## config.mk

```make
export PLATFORM = sky130hd
export DESIGN_NAME = fifo_push_arbiter_flat
export DESIGN_NICKNAME = d
export VERILOG_FILES = /design/src/rtl/fifo_arb_pkg.sv /design/src/rtl/fifo_push_arbiter_if.sv /design/src/rtl/fifo_push_arbiter_rr_pick.sv /design/src/rtl/fifo_push_arbiter.sv /design/src/flat_wrapper.sv
export SDC_FILE = /design/constraint.sdc
export NUM_CORES = 1
export LEC_CHECK = 0
export ABC_AREA = 1
export CAP_MARGIN = 20
export CORE_MARGIN = 1
export CORE_UTILIZATION = 29
export CTS_BUF_LIST = sky130_fd_sc_hd__clkbuf_4 sky130_fd_sc_hd__clkbuf_8
export DETAILED_ROUTE_END_ITERATION = 12
export PLACE_DENSITY = 0.8
export SLEW_MARGIN = 30
export SYNTH_ARGS = -nofsm -noshare
export SYNTH_HDL_FRONTEND = slang
export SYNTH_SLANG_ARGS = --single-unit
```

## constraint.sdc

```tcl
create_clock -name clk -period 2.1 [get_ports clk]
set_clock_uncertainty 0.05 [all_clocks]
set_input_delay 0.21 -clock clk [delete_from_list [all_inputs] [get_ports clk]]
set_output_delay 0.21 -clock clk [all_outputs]
set_load 0.01 [all_outputs]
```

## src/rtl/fifo_arb_pkg.sv

```systemverilog
// Shared types and default parameters for the FIFO push arbiter and its
// round-robin picker.
package fifo_arb_pkg;

    typedef enum logic {
        IDLE  = 1'b0,
        BURST = 1'b1
    } arb_state_t;

    localparam int DEF_NUM_REQ    = 4;
    localparam int DEF_DATA_WIDTH = 32;
    localparam int DEF_BURST_LEN  = 4;

    // Wide enough to hold BURST_LEN itself, so the count never wraps.
    function automatic int beat_cnt_width(input int burst_len);
        return $clog2(burst_len + 1);
    endfunction

endpackage

```

## src/rtl/fifo_push_arbiter_if.sv

```systemverilog
// Producer-side handshake and FIFO write-port bundle of the push arbiter.
// master = the arbiter, slave = the producers plus the FIFO.
interface fifo_push_arbiter_if #(
    parameter int NUM_REQ    = fifo_arb_pkg::DEF_NUM_REQ,
    parameter int DATA_WIDTH = fifo_arb_pkg::DEF_DATA_WIDTH
);
    localparam int IDX_W = $clog2(NUM_REQ);

    logic [NUM_REQ-1:0]                 req_valid;
    logic [NUM_REQ-1:0][DATA_WIDTH-1:0] req_data;
    logic [NUM_REQ-1:0]                 req_ready;
    logic                               fifo_push;
    logic [DATA_WIDTH-1:0]              fifo_wr_data;
    logic                               fifo_full;
    logic [IDX_W-1:0]                   grant_id;
    logic                               busy;

    modport master (
        input  req_valid, req_data, fifo_full,
        output req_ready, fifo_push, fifo_wr_data, grant_id, busy
    );

    modport slave (
        output req_valid, req_data, fifo_full,
        input  req_ready, fifo_push, fifo_wr_data, grant_id, busy
    );

endinterface

```

## src/rtl/fifo_push_arbiter_rr_pick.sv

```systemverilog
// Combinational round-robin picker: the first requester at or after
// last+1 (mod NUM_REQ) that has req set wins.
module rr_pick #(
    parameter int NUM_REQ = fifo_arb_pkg::DEF_NUM_REQ
) (
    input  logic [NUM_REQ-1:0]         req,
    input  logic [$clog2(NUM_REQ)-1:0] last,
    output logic                       any,
    output logic [$clog2(NUM_REQ)-1:0] winner
);
    localparam int IDX_W = $clog2(NUM_REQ);

    always_comb begin
        // NOTE: every output gets a default before the search so that no path
        // leaves it unassigned, which would infer a latch.
        any    = 1'b0;
        winner = '0;
        for (int i = 1; i <= NUM_REQ; i++) begin
            if (!any && req[(int'(last) + i) % NUM_REQ]) begin
                any    = 1'b1;
                winner = IDX_W'((int'(last) + i) % NUM_REQ);
            end
        end
    end

endmodule

```

## src/rtl/fifo_push_arbiter.sv

```systemverilog
// Round-robin arbiter granting one producer at a time a burst of up to
// BURST_LEN beats into the write port of a synchronous FIFO.
module fifo_push_arbiter #(
    parameter int NUM_REQ    = fifo_arb_pkg::DEF_NUM_REQ,
    parameter int DATA_WIDTH = fifo_arb_pkg::DEF_DATA_WIDTH,
    parameter int BURST_LEN  = fifo_arb_pkg::DEF_BURST_LEN
) (
    input  logic                clk,
    input  logic                reset_n,
    fifo_push_arbiter_if.master bus
);
    import fifo_arb_pkg::*;

    localparam int                IDX_W     = $clog2(NUM_REQ);
    localparam int                BEAT_W    = beat_cnt_width(BURST_LEN);
    localparam logic [BEAT_W-1:0] LAST_BEAT = BEAT_W'(BURST_LEN - 1);
    localparam logic [IDX_W-1:0]  LAST_IDX  = IDX_W'(NUM_REQ - 1);

    arb_state_t        r_state;
    arb_state_t        w_state_nxt;
    logic [IDX_W-1:0]  r_grant_idx;
    logic [IDX_W-1:0]  w_grant_idx_nxt;
    logic [IDX_W-1:0]  r_last_grant;
    logic [IDX_W-1:0]  w_last_grant_nxt;
    logic [BEAT_W-1:0] r_beat_cnt;
    logic [BEAT_W-1:0] w_beat_cnt_nxt;

    logic              w_any;
    logic [IDX_W-1:0]  w_winner;
    logic              w_in_burst;
    logic              w_own_valid;
    logic              w_xfer;
    logic [NUM_REQ-1:0] w_ready;

    rr_pick #(
        .NUM_REQ (NUM_REQ)
    ) u_rr_pick (
        .req    (bus.req_valid),
        .last   (r_last_grant),
        .any    (w_any),
        .winner (w_winner)
    );

    assign w_in_burst  = (r_state == BURST);
    assign w_own_valid = bus.req_valid[r_grant_idx];
    // A release wins over full: with valid low nothing moves regardless.
    assign w_xfer      = w_in_burst & w_own_valid & ~bus.fifo_full;

    // Last grant resets to the top index so requester 0 is searched first.
    always_ff @(posedge clk or negedge reset_n) begin
        if (!reset_n) begin
            r_state      <= IDLE;
            r_grant_idx  <= '0;
            r_last_grant <= LAST_IDX;
            r_beat_cnt   <= '0;
        end else begin
            // NOTE: non-blocking so every register samples pre-edge values,
            // independent of statement order.
            r_state      <= w_state_nxt;
            r_grant_idx  <= w_grant_idx_nxt;
            r_last_grant <= w_last_grant_nxt;
            r_beat_cnt   <= w_beat_cnt_nxt;
        end
    end

    always_comb begin
        w_state_nxt      = r_state;
        w_grant_idx_nxt  = r_grant_idx;
        w_last_grant_nxt = r_last_grant;
        w_beat_cnt_nxt   = r_beat_cnt;
        case (r_state)
            IDLE: begin
                w_beat_cnt_nxt = '0;
                if (w_any) begin
                    w_state_nxt      = BURST;
                    w_grant_idx_nxt  = w_winner;
                    w_last_grant_nxt = w_winner;
                end
            end
            BURST: begin
                if (!w_own_valid) begin
                    w_state_nxt    = IDLE;
                    w_beat_cnt_nxt = '0;
                end else if (w_xfer) begin
                    w_beat_cnt_nxt = r_beat_cnt + 1'b1;
                    if (r_beat_cnt == LAST_BEAT) begin
                        w_state_nxt = IDLE;
                    end
                end
            end
            default: begin
                w_state_nxt = IDLE;
            end
        endcase
    end

    always_comb begin
        w_ready = '0;
        if (w_in_burst) begin
            w_ready[r_grant_idx] = ~bus.fifo_full;
        end
    end

    assign bus.req_ready    = w_ready;
    assign bus.fifo_push    = w_xfer;
    assign bus.fifo_wr_data = w_xfer ? bus.req_data[r_grant_idx] : '0;
    assign bus.grant_id     = w_in_burst ? r_grant_idx : '0;
    assign bus.busy         = w_in_burst;

endmodule

```

## src/flat_wrapper.sv

```systemverilog
// flat-port wrapper written by rule: the top's interface ports become plain ports
module fifo_push_arbiter_flat import fifo_arb_pkg::*;
#(
    parameter int NUM_REQ    = fifo_arb_pkg::DEF_NUM_REQ,
    parameter int DATA_WIDTH = fifo_arb_pkg::DEF_DATA_WIDTH,
    parameter int BURST_LEN  = fifo_arb_pkg::DEF_BURST_LEN
)
  (clk, reset_n, bus_req_valid, bus_req_data, bus_fifo_full, bus_req_ready, bus_fifo_push, bus_fifo_wr_data, bus_grant_id, bus_busy);
  fifo_push_arbiter_if #(.NUM_REQ(NUM_REQ), .DATA_WIDTH(DATA_WIDTH)) bus_i ();
  input  logic clk;
  input  logic reset_n;
  input wire logic [$bits(bus_i.req_valid)-1:0] bus_req_valid;
  input wire logic [$bits(bus_i.req_data)-1:0] bus_req_data;
  input wire logic [$bits(bus_i.fifo_full)-1:0] bus_fifo_full;
  output wire logic [$bits(bus_i.req_ready)-1:0] bus_req_ready;
  output wire logic [$bits(bus_i.fifo_push)-1:0] bus_fifo_push;
  output wire logic [$bits(bus_i.fifo_wr_data)-1:0] bus_fifo_wr_data;
  output wire logic [$bits(bus_i.grant_id)-1:0] bus_grant_id;
  output wire logic [$bits(bus_i.busy)-1:0] bus_busy;
  assign bus_i.req_valid = bus_req_valid;
  assign bus_i.req_data = bus_req_data;
  assign bus_i.fifo_full = bus_fifo_full;
  assign bus_req_ready = bus_i.req_ready;
  assign bus_fifo_push = bus_i.fifo_push;
  assign bus_fifo_wr_data = bus_i.fifo_wr_data;
  assign bus_grant_id = bus_i.grant_id;
  assign bus_busy = bus_i.busy;
  fifo_push_arbiter #(.NUM_REQ(NUM_REQ), .DATA_WIDTH(DATA_WIDTH), .BURST_LEN(BURST_LEN)) u_core (.clk(clk), .reset_n(reset_n), .bus(bus_i));
endmodule
```

==> impl.org <==
** Outcome
- Result of the run :: finished, final reports clean

** Die
- The floorplan step defined a die boundary enclosing 0.00589 mm².
- The core region is 0.00524 mm².
- Horizontal die dimension :: 76.8 µm
- For this configuration, the core starts out at a cell density of 0.310.
- Y dimension of the die :: 76.8 µm
- # IOs :: 175
- Cell Rows :: 26

** Synthesis
- Area share of the largest cell type after synthesis :: 0.173
- Summing every instance area after synthesis gives 0.00162 mm².
- Cell taking the most area after synthesis :: a221oi_1
- For this run, the register share of the synthesized area comes to 0.125.
- Synthesis handed over a netlist of 297 instances.
- Number of warning messages in the yosys log :: 0
- The average instance in the mapped netlist occupies 5.46 µm².
- In this run, synthesis produced a sequential element count of 8.
- The netlist uses 20 different library cells.
- Syn_nets :: 434
- After synthesis, the cell types taking the most area are a221oi_1, nand2_1, inv_1.

** Place
- In this run the tool buffered the top-level ports with 174 buffer cells.
- Routability Congestion :: 0.903
- Once detailed placement completed, the half-perimeter wirelength came to 6570 µm.
- The placed instances occupy a cell area of 0.00352 mm².
- Timing analysis after detailed placement gives a worst setup slack of -0.171 ns.

** Timing
- Across all setup checks in the final design, the least slack found is 0.0453 ns.
- Post-layout minimum cycle time :: 2.05 ns
- Slew Limit Fails :: 0
- Number of setup violations in the final report :: 0
- Of the available clock period, the critical path in the final layout requires 0.978.
- Setup TNS :: 0 ns
- Slew @ Worst Pin :: 0.388 ns
- Worst max-slew margin expressed relative to the limit :: 0.740
- Final Hold Violating Endpoints :: 0
- Max Freq :: 0.487 GHz

** Clock tree
- The longest clock path from root to sink contains 2 buffers.
- Master cell of the clock root buffer :: clkbuf_8
- H-tree level count :: 1
- Counting the buffers created by CTS gives 3.
- For the worst-skew pair, the clock arrives at the later sink with an insertion delay of 0.23 ns.
- Clk sink count :: 8
- Hold buffer count at cts :: 0
- Clock-pin slew of the registers on the worst-case setup and hold paths :: 0.05 ns
- TritonCTS built the clock tree.

** Drt
- Routed signal wires occupy layers up through met4.
- In the detailed route, the total length drawn on met2 is 4120 µm.
- Wirelength, routed :: 8390 µm
- Post-DR vias/cell :: 5.05
- The final route contains 2761 vias.
- For this run, design rule violations remaining after detail routing come to 0.
- Met1 wire length :: 3340 µm
- Once detail routing completed, the nets flagged for antenna violations numbered 0.
- Dividing the detail-routed wire length by the instance count gives 15.3 µm.
- After detailed routing, the met3 layer carries 679 µm of wire.
- Count of routing violations after the opening detailed-route iteration :: 149
- Length of the first detailed-routing pass in iterations :: 5

** Worst setup path
- Of all nets on the critical path, the largest fanout is 10.
- Counting cells, the worst reg-to-reg path comes to 11.
- For the worst setup path, the data required time is 1.84 ns.
- Signal arrival time at the worst endpoint :: 1.79 ns
- STA classifies the critical path endpoint as an output port.
- The worst setup path is of the flop to output port kind.
- Startpoint Class :: flop

** Run
- # Max-Cap Violations :: 0

** GRT
- For this run, the total global-route usage over all layers was measured as 0.271.
- The via count of the first global-routing pass came to 2623.
- Entering global routing, the biggest net connects 33 pins.
- Summed over all layers, the global routing overflow is 0.
- Initial antenna violation count :: 0
- First-pass GRT wire length :: 13000 µm

** Finish
- Commonest non-fill, non-tap cells in the layout :: clkdlybuf4s50_1, nand2_1, inv_1
- Compared with the post-synthesis result, the final layout area differs by 120%.
- Once layout is done, the placed cells without fillers occupy 0.00356 mm².
- Layout cell share with drive strength beyond 1 :: 0.122
- The repair_antennas step left the layout with diodes totalling 0.
- Final core area utilization :: 0.680
- Leaving out fill and tap cells, the most frequent cell in the layout is clkdlybuf4s50_1.
- For this run, the post-layout net count is 615.

** Power
- Design Power :: 3.30 mW
- Net switching share of the total power :: 0.511
- The share of total power dissipated in the clock network is 0.065.
- Share of power burned in registers :: 0.096
- The analysis attributes to cell leakage a power of 1.74 nW.
- Of the total power, combinational logic draws 0.839.
- Ratio of total power to cell area :: 926 mW/mm²
- The internal portion of the total power is 1.61 mW.
- Maximum resistive drop on vdd :: 0.730 mV
- Switching power of the nets :: 1.68 mW

** Hold path
- Hold WC Path Type :: input port to asynchronous set/reset pin
## metal layers
layer  GRT usage  vias up
met5           0        -
met4      0.0788        0
met3      0.0429       24
met2       0.490      150
met1       0.324     1224
li1            -     1363
## worst paths after layout
path,start,end,slack (ns)
worst max-delay path,u_core.r_grant_idx[0],bus_fifo_wr_data[22],0.05
worst min-delay path,reset_n,u_core.r_beat_cnt[1],0.22
worst max register to register,u_core.r_last_grant[1],u_core.r_grant_idx[1],0.32
worst min register to register,u_core.r_last_grant[1],u_core.r_last_grant[1],0.46
max in group asynchronous,reset_n,u_core.r_last_grant[1],1.46
min in group clk,u_core.r_last_grant[1],u_core.r_last_grant[1],0.46
## cells in the mapped netlist (all sizes together)
library cell and n:
a21oi 15, a221oi 32, buf 12, clkbuf 8, dfrtp 6, dfstp 2
ha 2, inv 55, nand2 56, nand3 39, nand4 4, nor2 45
o21ai 20, o221ai 1
## timing repair
| action | in CTS | in global routing |
|---|---|---|
| resized for setup | 34 | 52 |
| endpoints found under the setup margin | 33 | 35 |
| buffers inserted | 0 | 1 |
## per-stage QoR
step / hold slack (ns) / std cells
global route: 0.248 / 547
floorplan: -0.136 / 297
global placement: 0.453 / 542
detailed placement: 0.455 / 542
finish: 0.217 / 547
CTS: 0.227 / 546
## area by class of cell
type,instances,area [µm²]
clock buffer,4,48.8
fill,479,1680
inverter,55,209
multi-input combinational,214,1150
sequential,8,205
tap,70,87.6
timing repair buffer,196,1860
## cell families after synthesis
logic type,Yosys count,synth area share
adders and majority gates,2,0.0154
and+or+nand+nor,144,0.376
buffers and inverters,75,0.194
AOI/OAI and AO/OA,68,0.290
DFF,8,0.125
## flip-flops by register name, summed over array words and instances, names as in the netlist
signal               count
u_core.r_last_grant      2
u_core.r_grant_idx       2
u_core.r_beat_cnt        3
u_core.bus.busy          1
## power by group through the flow
stage	combinational [mW]	sequential [mW]	clock, mW
after global placement	2.69	0.296	0
after floorplan	1.60	0.285	0
final	2.77	0.316	0.214
after detailed placement	2.72	0.299	0
after CTS	2.69	0.303	0.215
after global routing	3.05	0.324	0.223
## critical path, cell delays in order, from the launching register on
cell	delay, ns
dfrtp_2	0.45
nor2_2	0.15
inv_1	0.09
o221ai_4	0.22
nand2_4	0.08
buf_4	0.18
a21oi_1	0.13
clkdlybuf4s15_1	0.26
(Power assumes the default switching activity.)
